**src/rtl/mmio_uart_pkg.sv**
```systemverilog
//==============================================================================
// mmio_uart_pkg : register offsets, STATUS bit layout and serializer states
// Revision      : 1.0
//==============================================================================
`default_nettype none

package mmio_uart_pkg;

    localparam logic [1:0] OFF_TXDATA  = 2'd0;
    localparam logic [1:0] OFF_STATUS  = 2'd1;
    localparam logic [1:0] OFF_BAUDDIV = 2'd2;

    localparam int ST_FULL      = 0;
    localparam int ST_EMPTY     = 1;
    localparam int ST_BUSY      = 2;
    localparam int ST_OVF       = 3;
    localparam int ST_COUNT_LSB = 4;
    localparam int ST_COUNT_W   = 5;

    typedef enum logic [1:0] {
        S_IDLE  = 2'd0,
        S_START = 2'd1,
        S_DATA  = 2'd2,
        S_STOP  = 2'd3
    } tx_state_t;

endpackage

`default_nettype wire

```
**src/rtl/mmio_uart_tx_if.sv**
```systemverilog
//==============================================================================
// mmio_uart_tx_if : processor data-memory bus seen by the UART register window
// Revision        : 1.0
//==============================================================================
`default_nettype none

interface mmio_uart_tx_if;
    logic [31:0] addr_rw;
    logic        we;
    logic [31:0] data_w;
    logic [31:0] data_r;
    logic        hit;

    modport master (output addr_rw, we, data_w, input  data_r, hit);
    modport slave  (input  addr_rw, we, data_w, output data_r, hit);
endinterface

`default_nettype wire

```
**src/rtl/sync_fifo.sv**
```systemverilog
//==============================================================================
// sync_fifo : single-clock FIFO; a push into a full FIFO is accepted when a pop
//             happens in the same cycle. Head is visible combinationally.
// Revision  : 1.0
//==============================================================================
`default_nettype none

module sync_fifo #(
    parameter int WIDTH = 8,
    parameter int DEPTH = 8
) (
    input  logic                     clk,
    input  logic                     reset,
    input  logic                     push,
    input  logic [WIDTH-1:0]         push_data,
    input  logic                     pop,
    output logic [WIDTH-1:0]         pop_data,
    output logic                     push_ok,
    output logic                     full,
    output logic                     empty,
    output logic [$clog2(DEPTH):0]   count
);
    localparam int c_aw = $clog2(DEPTH);
    localparam int c_cw = c_aw + 1;

    logic [WIDTH-1:0] r_mem [DEPTH];
    logic [c_aw-1:0]  r_wr_ptr;
    logic [c_aw-1:0]  r_rd_ptr;
    logic [c_cw-1:0]  r_count;

    assign full     = (r_count == c_cw'(DEPTH));
    assign empty    = (r_count == '0);
    assign count    = r_count;
    assign pop_data = r_mem[r_rd_ptr];
    assign push_ok  = push && (!full || pop);

    always_ff @(posedge clk) begin
        if (push_ok) begin
            r_mem[r_wr_ptr] <= push_data;
        end
    end

    always_ff @(posedge clk) begin
        if (reset) begin
            r_wr_ptr <= '0;
            r_rd_ptr <= '0;
            r_count  <= '0;
        end else begin
            if (push_ok) begin
                r_wr_ptr <= r_wr_ptr + c_aw'(1);
            end
            if (pop) begin
                r_rd_ptr <= r_rd_ptr + c_aw'(1);
            end
            case ({push_ok, pop})
                2'b10:   r_count <= r_count + c_cw'(1);
                2'b01:   r_count <= r_count - c_cw'(1);
                default: r_count <= r_count;
            endcase
        end
    end

endmodule

`default_nettype wire

```
**src/rtl/mmio_uart_tx.sv**
```systemverilog
//==============================================================================
// mmio_uart_tx : memory-mapped UART transmitter (TX FIFO + 8N1 serializer)
// Revision     : 1.0
//==============================================================================
`default_nettype none

module mmio_uart_tx
    import mmio_uart_pkg::*;
#(
    parameter logic [31:0] BASE_ADDR   = 32'hFFFF_0000,
    parameter int          FIFO_DEPTH  = 8,
    parameter logic [15:0] DEFAULT_DIV = 16'd16
) (
    input  logic          clk,
    input  logic          reset,
    mmio_uart_tx_if.slave bus,
    output logic          tx,
    output logic          irq_empty
);
    localparam int c_cw = $clog2(FIFO_DEPTH) + 1;

    logic             w_hit;
    logic [1:0]       w_off;
    logic             w_wr;
    logic             w_push;
    logic             w_pop;
    logic             w_push_ok;
    logic             w_full;
    logic             w_empty;
    logic [c_cw-1:0]  w_count;
    logic [7:0]       w_head;
    logic [31:0]      w_status;
    logic [31:0]      w_rdata;
    logic             w_unused;

    logic [15:0]      r_div;
    logic             r_ovf;

    tx_state_t        r_state, w_state_nxt;
    logic [15:0]      r_timer, w_timer_nxt;
    logic [15:0]      r_fdiv, w_fdiv_nxt;
    logic [2:0]       r_bitcnt, w_bitcnt_nxt;
    logic [7:0]       r_shift, w_shift_nxt;
    logic             r_tx, w_tx_nxt;
    logic             r_irq;
    logic             w_tick;

    assign w_hit    = (bus.addr_rw[31:4] == BASE_ADDR[31:4]);
    assign w_off    = bus.addr_rw[3:2];
    assign w_wr     = bus.we && w_hit;
    assign w_push   = w_wr && (w_off == OFF_TXDATA);
    assign w_unused = ^{bus.data_w[31:16], bus.addr_rw[1:0]};

    sync_fifo #(
        .WIDTH (8),
        .DEPTH (FIFO_DEPTH)
    ) u_fifo (
        .clk       (clk),
        .reset     (reset),
        .push      (w_push),
        .push_data (bus.data_w[7:0]),
        .pop       (w_pop),
        .pop_data  (w_head),
        .push_ok   (w_push_ok),
        .full      (w_full),
        .empty     (w_empty),
        .count     (w_count)
    );

    always_comb begin
        w_status                                = '0;
        w_status[ST_FULL]                       = w_full;
        w_status[ST_EMPTY]                      = w_empty;
        w_status[ST_BUSY]                       = (r_state != S_IDLE);
        w_status[ST_OVF]                        = r_ovf;
        w_status[ST_COUNT_LSB +: ST_COUNT_W]    = ST_COUNT_W'(w_count);
    end

    always_comb begin
        w_rdata = '0;
        if (w_hit) begin
            case (w_off)
                OFF_STATUS:  w_rdata = w_status;
                OFF_BAUDDIV: w_rdata = {16'd0, r_div};
                default:     w_rdata = '0;
            endcase
        end
    end

    assign bus.data_r = w_rdata;
    assign bus.hit    = w_hit;

    // A refused push sets overflow; the two events never share a cycle with a clear.
    always_ff @(posedge clk) begin
        if (reset) begin
            r_div <= DEFAULT_DIV;
            r_ovf <= 1'b0;
        end else begin
            if (w_wr && (w_off == OFF_BAUDDIV)) begin
                r_div <= (bus.data_w[15:0] == 16'd0) ? 16'd1 : bus.data_w[15:0];
            end
            if (w_push && !w_push_ok) begin
                r_ovf <= 1'b1;
            end else if (w_wr && (w_off == OFF_STATUS) && bus.data_w[ST_OVF]) begin
                r_ovf <= 1'b0;
            end
        end
    end

    assign w_tick = (r_timer == 16'd1);

    always_comb begin
        w_state_nxt  = r_state;
        w_timer_nxt  = r_timer;
        w_fdiv_nxt   = r_fdiv;
        w_bitcnt_nxt = r_bitcnt;
        w_shift_nxt  = r_shift;
        w_pop        = 1'b0;
        w_tx_nxt     = 1'b1;
        case (r_state)
            S_IDLE: begin
                w_tx_nxt = 1'b1;
                if (!w_empty) begin
                    w_pop        = 1'b1;
                    w_shift_nxt  = w_head;
                    w_fdiv_nxt   = r_div;
                    w_timer_nxt  = r_div;
                    w_bitcnt_nxt = 3'd0;
                    w_state_nxt  = S_START;
                end
            end
            S_START: begin
                w_tx_nxt = 1'b0;
                if (w_tick) begin
                    w_timer_nxt = r_fdiv;
                    w_state_nxt = S_DATA;
                end else begin
                    w_timer_nxt = r_timer - 16'd1;
                end
            end
            S_DATA: begin
                w_tx_nxt = r_shift[0];
                if (w_tick) begin
                    w_timer_nxt  = r_fdiv;
                    w_shift_nxt  = {1'b0, r_shift[7:1]};
                    w_bitcnt_nxt = r_bitcnt + 3'd1;
                    if (r_bitcnt == 3'd7) begin
                        w_state_nxt = S_STOP;
                    end
                end else begin
                    w_timer_nxt = r_timer - 16'd1;
                end
            end
            S_STOP: begin
                w_tx_nxt = 1'b1;
                if (w_tick) begin
                    w_state_nxt = S_IDLE;
                end else begin
                    w_timer_nxt = r_timer - 16'd1;
                end
            end
            default: begin
                w_state_nxt = S_IDLE;
            end
        endcase
    end

    // tx is registered from the current state, so the line lags the FSM by one cycle.
    always_ff @(posedge clk) begin
        if (reset) begin
            r_state  <= S_IDLE;
            r_timer  <= 16'd1;
            r_fdiv   <= 16'd1;
            r_bitcnt <= 3'd0;
            r_shift  <= 8'd0;
            r_tx     <= 1'b1;
            r_irq    <= 1'b1;
        end else begin
            r_state  <= w_state_nxt;
            r_timer  <= w_timer_nxt;
            r_fdiv   <= w_fdiv_nxt;
            r_bitcnt <= w_bitcnt_nxt;
            r_shift  <= w_shift_nxt;
            r_tx     <= w_tx_nxt;
            r_irq    <= w_empty && (r_state == S_IDLE);
        end
    end

    assign tx        = r_tx;
    assign irq_empty = r_irq;

endmodule

`default_nettype wire

```
**src/flat_wrapper.sv**
```systemverilog
// flat-port wrapper written by rule: the top's interface ports become plain ports
module mmio_uart_tx_flat import mmio_uart_pkg::*;
#(
    parameter logic [31:0] BASE_ADDR   = 32'hFFFF_0000,
    parameter int          FIFO_DEPTH  = 8,
    parameter logic [15:0] DEFAULT_DIV = 16'd16
)
  (clk, reset, tx, irq_empty, bus_addr_rw, bus_we, bus_data_w, bus_data_r, bus_hit);
  mmio_uart_tx_if bus_i ();
  input  logic clk;
  input  logic reset;
  output logic tx;
  output logic irq_empty;
  input wire logic [$bits(bus_i.addr_rw)-1:0] bus_addr_rw;
  input wire logic [$bits(bus_i.we)-1:0] bus_we;
  input wire logic [$bits(bus_i.data_w)-1:0] bus_data_w;
  output wire logic [$bits(bus_i.data_r)-1:0] bus_data_r;
  output wire logic [$bits(bus_i.hit)-1:0] bus_hit;
  assign bus_i.addr_rw = bus_addr_rw;
  assign bus_i.we = bus_we;
  assign bus_i.data_w = bus_data_w;
  assign bus_data_r = bus_i.data_r;
  assign bus_hit = bus_i.hit;
  mmio_uart_tx #(.BASE_ADDR(BASE_ADDR), .FIFO_DEPTH(FIFO_DEPTH), .DEFAULT_DIV(DEFAULT_DIV)) u_core (.clk(clk), .reset(reset), .bus(bus_i), .tx(tx), .irq_empty(irq_empty));
endmodule
```
**config.mk**
```make
export PLATFORM = sky130hd
export DESIGN_NAME = mmio_uart_tx_flat
export DESIGN_NICKNAME = d
export VERILOG_FILES = /design/src/rtl/mmio_uart_pkg.sv /design/src/rtl/mmio_uart_tx_if.sv /design/src/rtl/sync_fifo.sv /design/src/rtl/mmio_uart_tx.sv /design/src/flat_wrapper.sv
export SDC_FILE = /design/constraint.sdc
export NUM_CORES = 1
export LEC_CHECK = 0
export ABC_AREA = 0
export BUFFER_PORTS_ARGS = -buffer_cell sky130_fd_sc_hd__buf_2
export CAP_MARGIN = 20
export CORE_AREA = 2 2 116 118
export CTS_CLUSTER_SIZE = 10
export DETAILED_ROUTE_END_ITERATION = 16
export DIE_AREA = 0 0 118 120
export GPL_TIMING_DRIVEN = 0
export HOLD_SLACK_MARGIN = 0.05
export PLACE_DENSITY = 0.75
export SLEW_MARGIN = 20
export SYNTH_ARGS = -nofsm -noshare
export SYNTH_HDL_FRONTEND = slang
export SYNTH_HIERARCHICAL = 1
export SYNTH_SLANG_ARGS = --single-unit
export TNS_END_PERCENT = 10
```
**constraint.sdc**
```tcl
create_clock -name clk -period 4.7 [get_ports clk]
set_input_delay 0.235 -clock clk [delete_from_list [all_inputs] [get_ports clk]]
set_output_delay 0.235 -clock clk [all_outputs]
set_load 0.03 [all_outputs]
```
**Yosys cells after proc, flatten, opt, wreduce, memory -nomap -nowiden**

Memories as Yosys holds them, arrays and structs flattened. A register that Yosys moved wholly into a read port is not among the register bits.
Cells that the tools add are included.

- Register bits after elaboration: 74
- Bits in writable memories: 64
- Input port bits: 67
- Logic and storage cells: 91
- Memories: 1

Memory list:

| memory | words | bits a word | rd ports | clocked after Yosys merged registers in | write ports | line | source |
|---|---|---|---|---|---|---|---|
| u_core.u_fifo.r_mem | 8 | 8 | 1 | 1 | 1 | sync_fifo.sv:26 | `logic [WIDTH-1:0] r_mem [DEPTH];` |

- $add $sub $neg: 6
- Equal/unequal tests: 17
- Muxes and demuxes: 29
- Bitwise operators: 1
- Reductions and logical operators: 25

Operators with widths:

| operator | number |
|---|---|
| 16-bit two-way mux | 4 |
| 16-bit one-hot mux with 3 select lines | 1 |
| 32-bit two-way mux | 1 |
| 16-bit one-hot mux with 2 select lines | 1 |
| 28-bit == test (second input constant) | 1 |
| 16-bit by 1-bit == test with 1-bit output (second input constant) | 1 |
| 16-bit logical NOT | 1 |
| 8-bit two-way mux | 2 |
| 8-bit one-hot mux with 2 select lines | 1 |
| 16-bit by 1-bit subtractor with 16-bit output (second input constant) | 1 |
| 3-bit two-way mux | 4 |
| 2-bit two-way mux | 5 |
| 3-bit by 1-bit adder with 3-bit output (second input constant) | 3 |
| 2-bit == test (second input constant) | 4 |
| 1-bit logical AND | 8 |
| 2-bit by 1-bit inequality test with 1-bit output (second input constant) | 4 |
| 2-bit one-hot mux with 4 select lines | 1 |
| 4-bit one-hot mux with 2 select lines | 1 |
| 2-bit nonzero test | 4 |
| 2-bit by 1-bit == test with 1-bit output (second input constant) | 3 |
| 1-bit two-way mux | 6 |
| 3-bit one-hot mux with 2 select lines | 1 |
| 5-bit AND reduction | 1 |
| 4-bit by 1-bit adder with 4-bit output (second input constant) | 1 |
| 13 further kinds | 18 |

**Longest topological paths before layout**

- Word-level depth: 8
- Gate-level depth with buffers: 14
- Mapped depth without buffers: 10

**Hierarchy**

Netlist, hierarchy kept.

Modules (own cells, without submodules):

| module | times used | cells an instance | area an instance (um2) |
|---|---|---|---|
| mmio_uart_tx | 1 | 444 | 3732.3 |
| sync_fifo | 1 | 171 | 3174.3 |

**Least setup slack after synthesis**

OpenSTA, ideal clock, no wires.

- Kind: input to register
- Start: input bus_addr_rw[13]
- End: memory u_core.u_fifo.r_mem[0][0], enable pin
- Data arrival time: 3.076 ns
- Data required time: 4.305 ns
- Setup slack: 1.229 ns
- Stages: 7
- Cell sequence: or4b_1 > nor4_4 > and2_1 > clkbuf_1 > and3_1 > o21ai_4 > nor4_1

- Word-level cells in the longest chain between the ends: 6

Ends and longest elaborated chain:

| element | line | source |
|---|---|---|
| start: declaration | flat_wrapper.sv:14 | `input wire logic [$bits(bus_i.addr_rw)-1:0] bus_addr_rw;` |
| 28-bit == test | mmio_uart_tx.sv:48 | `assign w_hit = (bus.addr_rw[31:4] == BASE_ADDR[31:4]);` |
| net bus_hit | flat_wrapper.sv:18 | `output wire logic [$bits(bus_i.hit)-1:0] bus_hit;` |
| 1-bit logical AND | mmio_uart_tx.sv:50 | `assign w_wr = bus.we && w_hit;` |
| 1-bit logical AND | mmio_uart_tx.sv:51 | `assign w_push = w_wr && (w_off == OFF_TXDATA);` |
| net u_core.w_push | mmio_uart_tx.sv:25 | `logic w_push;` |
| 1-bit logical AND | sync_fifo.sv:35 | `assign push_ok = push && (!full \|\| pop);` |
| 1-bit two-way mux | sync_fifo.sv:38 | `if (push_ok) begin` |
| 1-bit two-way mux (implied by the code) | sync_fifo.sv:39 | `r_mem[r_wr_ptr] <= push_data;` |
| end: declaration | sync_fifo.sv:26 |  |

The timed path passes the listed nets, and every way through them passes these cells.

**Worst setup path in the final report**

- Start: register u_core.u_fifo.r_count[1], in the netlist u_core/u_fifo/count[1]
- End: memory u_core.u_fifo.r_mem[6][1], enable pin

- Word-level cells in the longest chain between the ends: 7
- Elaborated cells between the ends (all ways): 9
- Those cells by class: eq/ne (1); mux (4); reduce/logical (4)

Ends and longest elaborated chain:

| element | line | source |
|---|---|---|
| start: declaration | sync_fifo.sv:29 | `logic [c_cw-1:0] r_count;` |
| start signal: assignment | sync_fifo.sv:56 | `2'b10: r_count <= r_count + c_cw'(1);` |
| start signal: assignment | sync_fifo.sv:57 | `2'b01: r_count <= r_count - c_cw'(1);` |
| start signal: assignment | sync_fifo.sv:58 | `default: r_count <= r_count;` |
| 4-bit logical NOT | sync_fifo.sv:32 | `assign empty = (r_count == '0);` |
| net u_core.w_empty | mmio_uart_tx.sv:29 | `logic w_empty;` |
| 1-bit two-way mux | mmio_uart_tx.sv:123 | `if (!w_empty) begin` |
| 1-bit two-way mux | mmio_uart_tx.sv:120 | `case (r_state)` |
| net u_core.w_pop | mmio_uart_tx.sv:26 | `logic w_pop;` |
| 1-bit logical OR | sync_fifo.sv:35 |  |
| 1-bit logical AND | sync_fifo.sv:35 |  |
| 1-bit two-way mux | sync_fifo.sv:38 |  |
| 1-bit two-way mux (implied by the code) | sync_fifo.sv:39 |  |

The timed path passes the listed nets, and every way through them passes these cells.

==> metrics.md <==
| Metric | Value |
|---|---|
| Status | `complete, no violations` |
| Psw | `814 uW` |
| Cts repair resizes | `0` |
| Synth Flop Type | `dfxtp_1` |
| Cell Pwr Density | `359 nW/um2` |
| Final TNS setup | `0 ns` |
| Critical Path End Type | `flop` |
| Min-delay src | `bus_data_w[7]` |
| Clk Latency, worst-skew pair | `0.43 ns` |
| Warnings from Yosys | `6` |
| Hold Path Sink | `u_core/u_fifo/r_mem[2][7]$_DFFE_PP_` |
| Crit-path max cell delay | `0.46 ns` |
| Drt first pass iters | `7` |
| Mapped cell area | `6910 um2` |
| Post-route clock skew | `0.0139 ns` |
| DRC errors left | `0` |
| R2r startpoint | `u_core/u_fifo/count[1]$_SDFFE_PP0P_` |
| Area delta synth->final | `18.1%` |
| Number of buffers created by CTS | `17` |
| I/O Pins | `102` |
| HPWL after DPL | `11,900 um` |
| Final GP Congestion | `0.962` |
| CP Launch Type | `flop` |
| WL per Instance | `18.6 um` |
| Root Buffer | `clkbuf_16` |
| Clock sink count | `141` |
| Core region area | `13,000 um2` |
| Max Freq | `265 MHz` |
| GRT Total Usage | `24.4%` |
| Max Fanout on Critical Path | `10` |
| Htree depth | `4` |
| Total global routing overflow | `0` |
| Layout Nets | `806` |
| Seq/Total Area, Yosys | `50.1%` |
| Yosys reg bits | `141` |
| Top-area cell type share of the netlist area | `27.8%` |
| Crit path cell chain | `or3_4 -> nor2_1 -> nand2b_1 -> clkbuf_1 -> clkinv_1 -> buf_1 -> clkbuf_1 -> nand2b_1 -> o211ai_1 -> nor2_1` |
| Die area | `14,200 um2` |
| Commonest cells post-synth | `dfxtp_1, edfxtp_1, nand2_1` |
| WS Path Type | `reg2reg` |
| Die Y | `120 um` |
| RSZ-0062 raised after global routing | `no` |
| Distinct cells, synth | `79` |
| Hold Path Stages | `1` |
| Worst Reg-to-Reg Cells | `10` |
| Worst setup slack after layout | `0.924 ns` |
| TritonCTS clock tree | `built` |
| Fraction of layout instances using a drive strength above 1 | `23.1%` |
| Chip width | `118 um` |
| Crit-path slowest cell | `or3_4` |
| Minimum clock period | `3.78 ns` |
| Ys async rst share | `0%` |
| CTS Buffer Depth | `2` |
| Largest area contributor in the netlist | `edfxtp_1` |
| R2r setup slk | `0.92 ns` |
| Mapped Cells | `615` |
| ANT nets after route | `0` |
| Starting Density | `53.2%` |
| Slew of the pin with the lowest slew margin | `1.09 ns` |
| Fin crit share | `80.3%` |
| Reg-to-reg endpoint | `u_core/u_fifo/r_mem[6][1]$_DFFE_PP_` |
| Worst-path clk slew | `0.06 ns` |
| Largest net degree at the start of global routing | `17` |
| Total internal power | `2120 uW` |
| Global-route wire length before repair | `26,600 um` |
| Sequential share of power | `45.0%` |
| Mean Syn Cell Area | `11.2 um2` |
| Filler instances | `1,044` |
| Port Buffers | `67` |
| FP Rows | `42` |
| Clock power share | `41.3%` |
| CP required | `4.82 ns` |
| Vias per cell | `5.80` |
| Number of global-route vias before repair | `5,076` |
| DRT Wirelength | `17,000 um` |
| Initial antenna violation count | `0` |
| N_diodes | `0` |
| Max Cap Viol | `0` |
| Slew Limit Fails | `0` |
| Worst slew margin | `26.6%` |
| Top post-synthesis cells by area | `edfxtp_1, dfxtp_1, mux4_1, nand2_1, ha_1` |
| Final Hold Viols | `0` |
| WP data arrival | `3.90 ns` |
| Worst vdd ir | `0.000324 V` |
| Via count | `5,297` |
| EDFF count, synth | `64` |
| Most common cell in the synthesized netlist | `dfxtp_1` |
| DR iter-0 viols | `488` |
| Sw Ratio | `27.8%` |
| Placement Setup Slack | `1.02 ns` |
| Class of the worst hold path | `in2reg` |
| Combinational share of power | `13.7%` |
| Hold slack final | `0.130 ns` |
| Leakage power | `0.00304 uW` |
| Final setup fails | `0` |
## logic make-up (layout without fill, tap and decap cells)
logic type	count (synthesis)	in the layout	share of synthesized area, %
other	1	16	0.0543
multiplexers	44	44	10.1
adder cells (fa/ha/maj)	14	14	2.54
AND/OR/NAND/NOR	222	222	18.2
flip-flops	141	141	50.1
XOR/XNOR	12	12	1.52
AO/OA/AOI/OAI	114	114	11.9
buffers and inverters	67	174	5.43
## routing by layer
| metal | vias to the layer above | share of wire, % | track usage [%] |
|---|---|---|---|
| li1 | 2510 | - | - |
| met1 | 2580 | 43 | 31.0 |
| met2 | 186 | 51 | 41.3 |
| met3 | 21 | 5.1 | 4.66 |
| met4 | 0 | 1.6 | 9.79 |
| met5 | - | 0 | 0 |
## layout make-up
| class | count | area, um2 | share of cell area [%] |
|---|---|---|---|
| Sequential cell | 141 | 3460 | 42.5 |
| Multi-Input combinational cell | 422 | 3150 | 38.6 |
| Clock buffer | 19 | 433 | 5.31 |
| Timing Repair Buffer | 76 | 423 | 5.19 |
| Buffer | 54 | 327 | 4.00 |
| Tap cell | 176 | 220 | 2.70 |
| Clock inverter | 12 | 90.1 | 1.10 |
| Inverter | 13 | 48.8 | 0.598 |
## per-stage QoR
stage          cell area [um2]  util (%)  power, uW  std cells
2_1_floorplan             6960         -       1610        630
3_3_place_gp              7520      57.9       1730        873
3_5_place_dp              7550      58.2       1730        874
4_1_cts                   8160      62.8       2940        913
5_1_grt                   8160      62.8       3030        913
6_report                  8160      62.8       2930        913
## critical path, delay by kind of cell (launching register included)
kind	cells	cell delay, ns
and+or+nand+nor	5	1.52
AOI/OAI and AO/OA	1	0.38
buffers and inverters	4	1.16
DFF	1	0.39
## timing repair
action                                 in CTS  in global routing
hold buffers                                8                  0
buffers inserted                            0                  0
endpoints found under the hold margin       8                  0
## worst max-delay path by stage
stage / end / depth (start not counted) / slack, ns / from
after detailed placement: u_core/u_fifo/r_mem[6][1]$_DFFE_PP_ / 10 / 1.02 / u_core/u_fifo/count[1]$_SDFFE_PP0P_
after CTS: u_core/u_fifo/r_mem[6][6]$_DFFE_PP_ / 10 / 0.95 / u_core/u_fifo/count[1]$_SDFFE_PP0P_
after global routing: u_core/u_fifo/r_mem[6][4]$_DFFE_PP_ / 10 / 0.68 / u_core/u_fifo/count[1]$_SDFFE_PP0P_
after global placement: u_core/u_fifo/r_mem[0][1]$_DFFE_PP_ / 10 / 0.51 / u_core/u_fifo/count[1]$_SDFFE_PP0P_
final: u_core/u_fifo/r_mem[6][1]$_DFFE_PP_ / 10 / 0.92 / u_core/u_fifo/count[1]$_SDFFE_PP0P_
after floorplan: u_core/u_fifo/r_mem[0][0]$_DFFE_PP_ / 7 / 1.23 / bus_addr_rw[13]
## cell usage in the layout, fill, tap and decap left out, drive strengths merged, types with 31 or more instances in the layout
cell    netlist  final
buf          30     98
dfxtp        77     77
edfxtp       64     64
nand2        49     49
nor2         46     46
clkbuf       24     43
a21oi        31     31
## registers in the layout, summed over array words and instances, names as in the netlist, named ones only
| name | flops |
|---|---|
| u_core/u_fifo/count | 4 |
| u_core/u_fifo/r_wr_ptr | 3 |
| u_core/r_ovf | 1 |
| u_core/r_timer | 16 |
| u_core/r_state | 2 |
| u_core/r_bitcnt | 3 |
| u_core/r_div | 16 |
| u_core/r_shift | 8 |
| u_core/u_fifo/r_mem | 64 |
| u_core/u_fifo/r_rd_ptr | 3 |
| u_core/r_fdiv | 16 |
| u_core/tx | 1 |
| u_core/irq_empty | 1 |
## power groups by stage
| stage | registers [uW] | clock network [uW] | logic, uW |
|---|---|---|---|
| finish | 1320 | 1210 | 402 |
| global route | 1320 | 1280 | 432 |
| floorplan | 1340 | 0 | 268 |
| detailed placement | 1350 | 0 | 387 |
| CTS | 1320 | 1230 | 394 |
| global placement | 1340 | 0 | 382 |
Note: power is estimated with default switching activity, not from simulation.
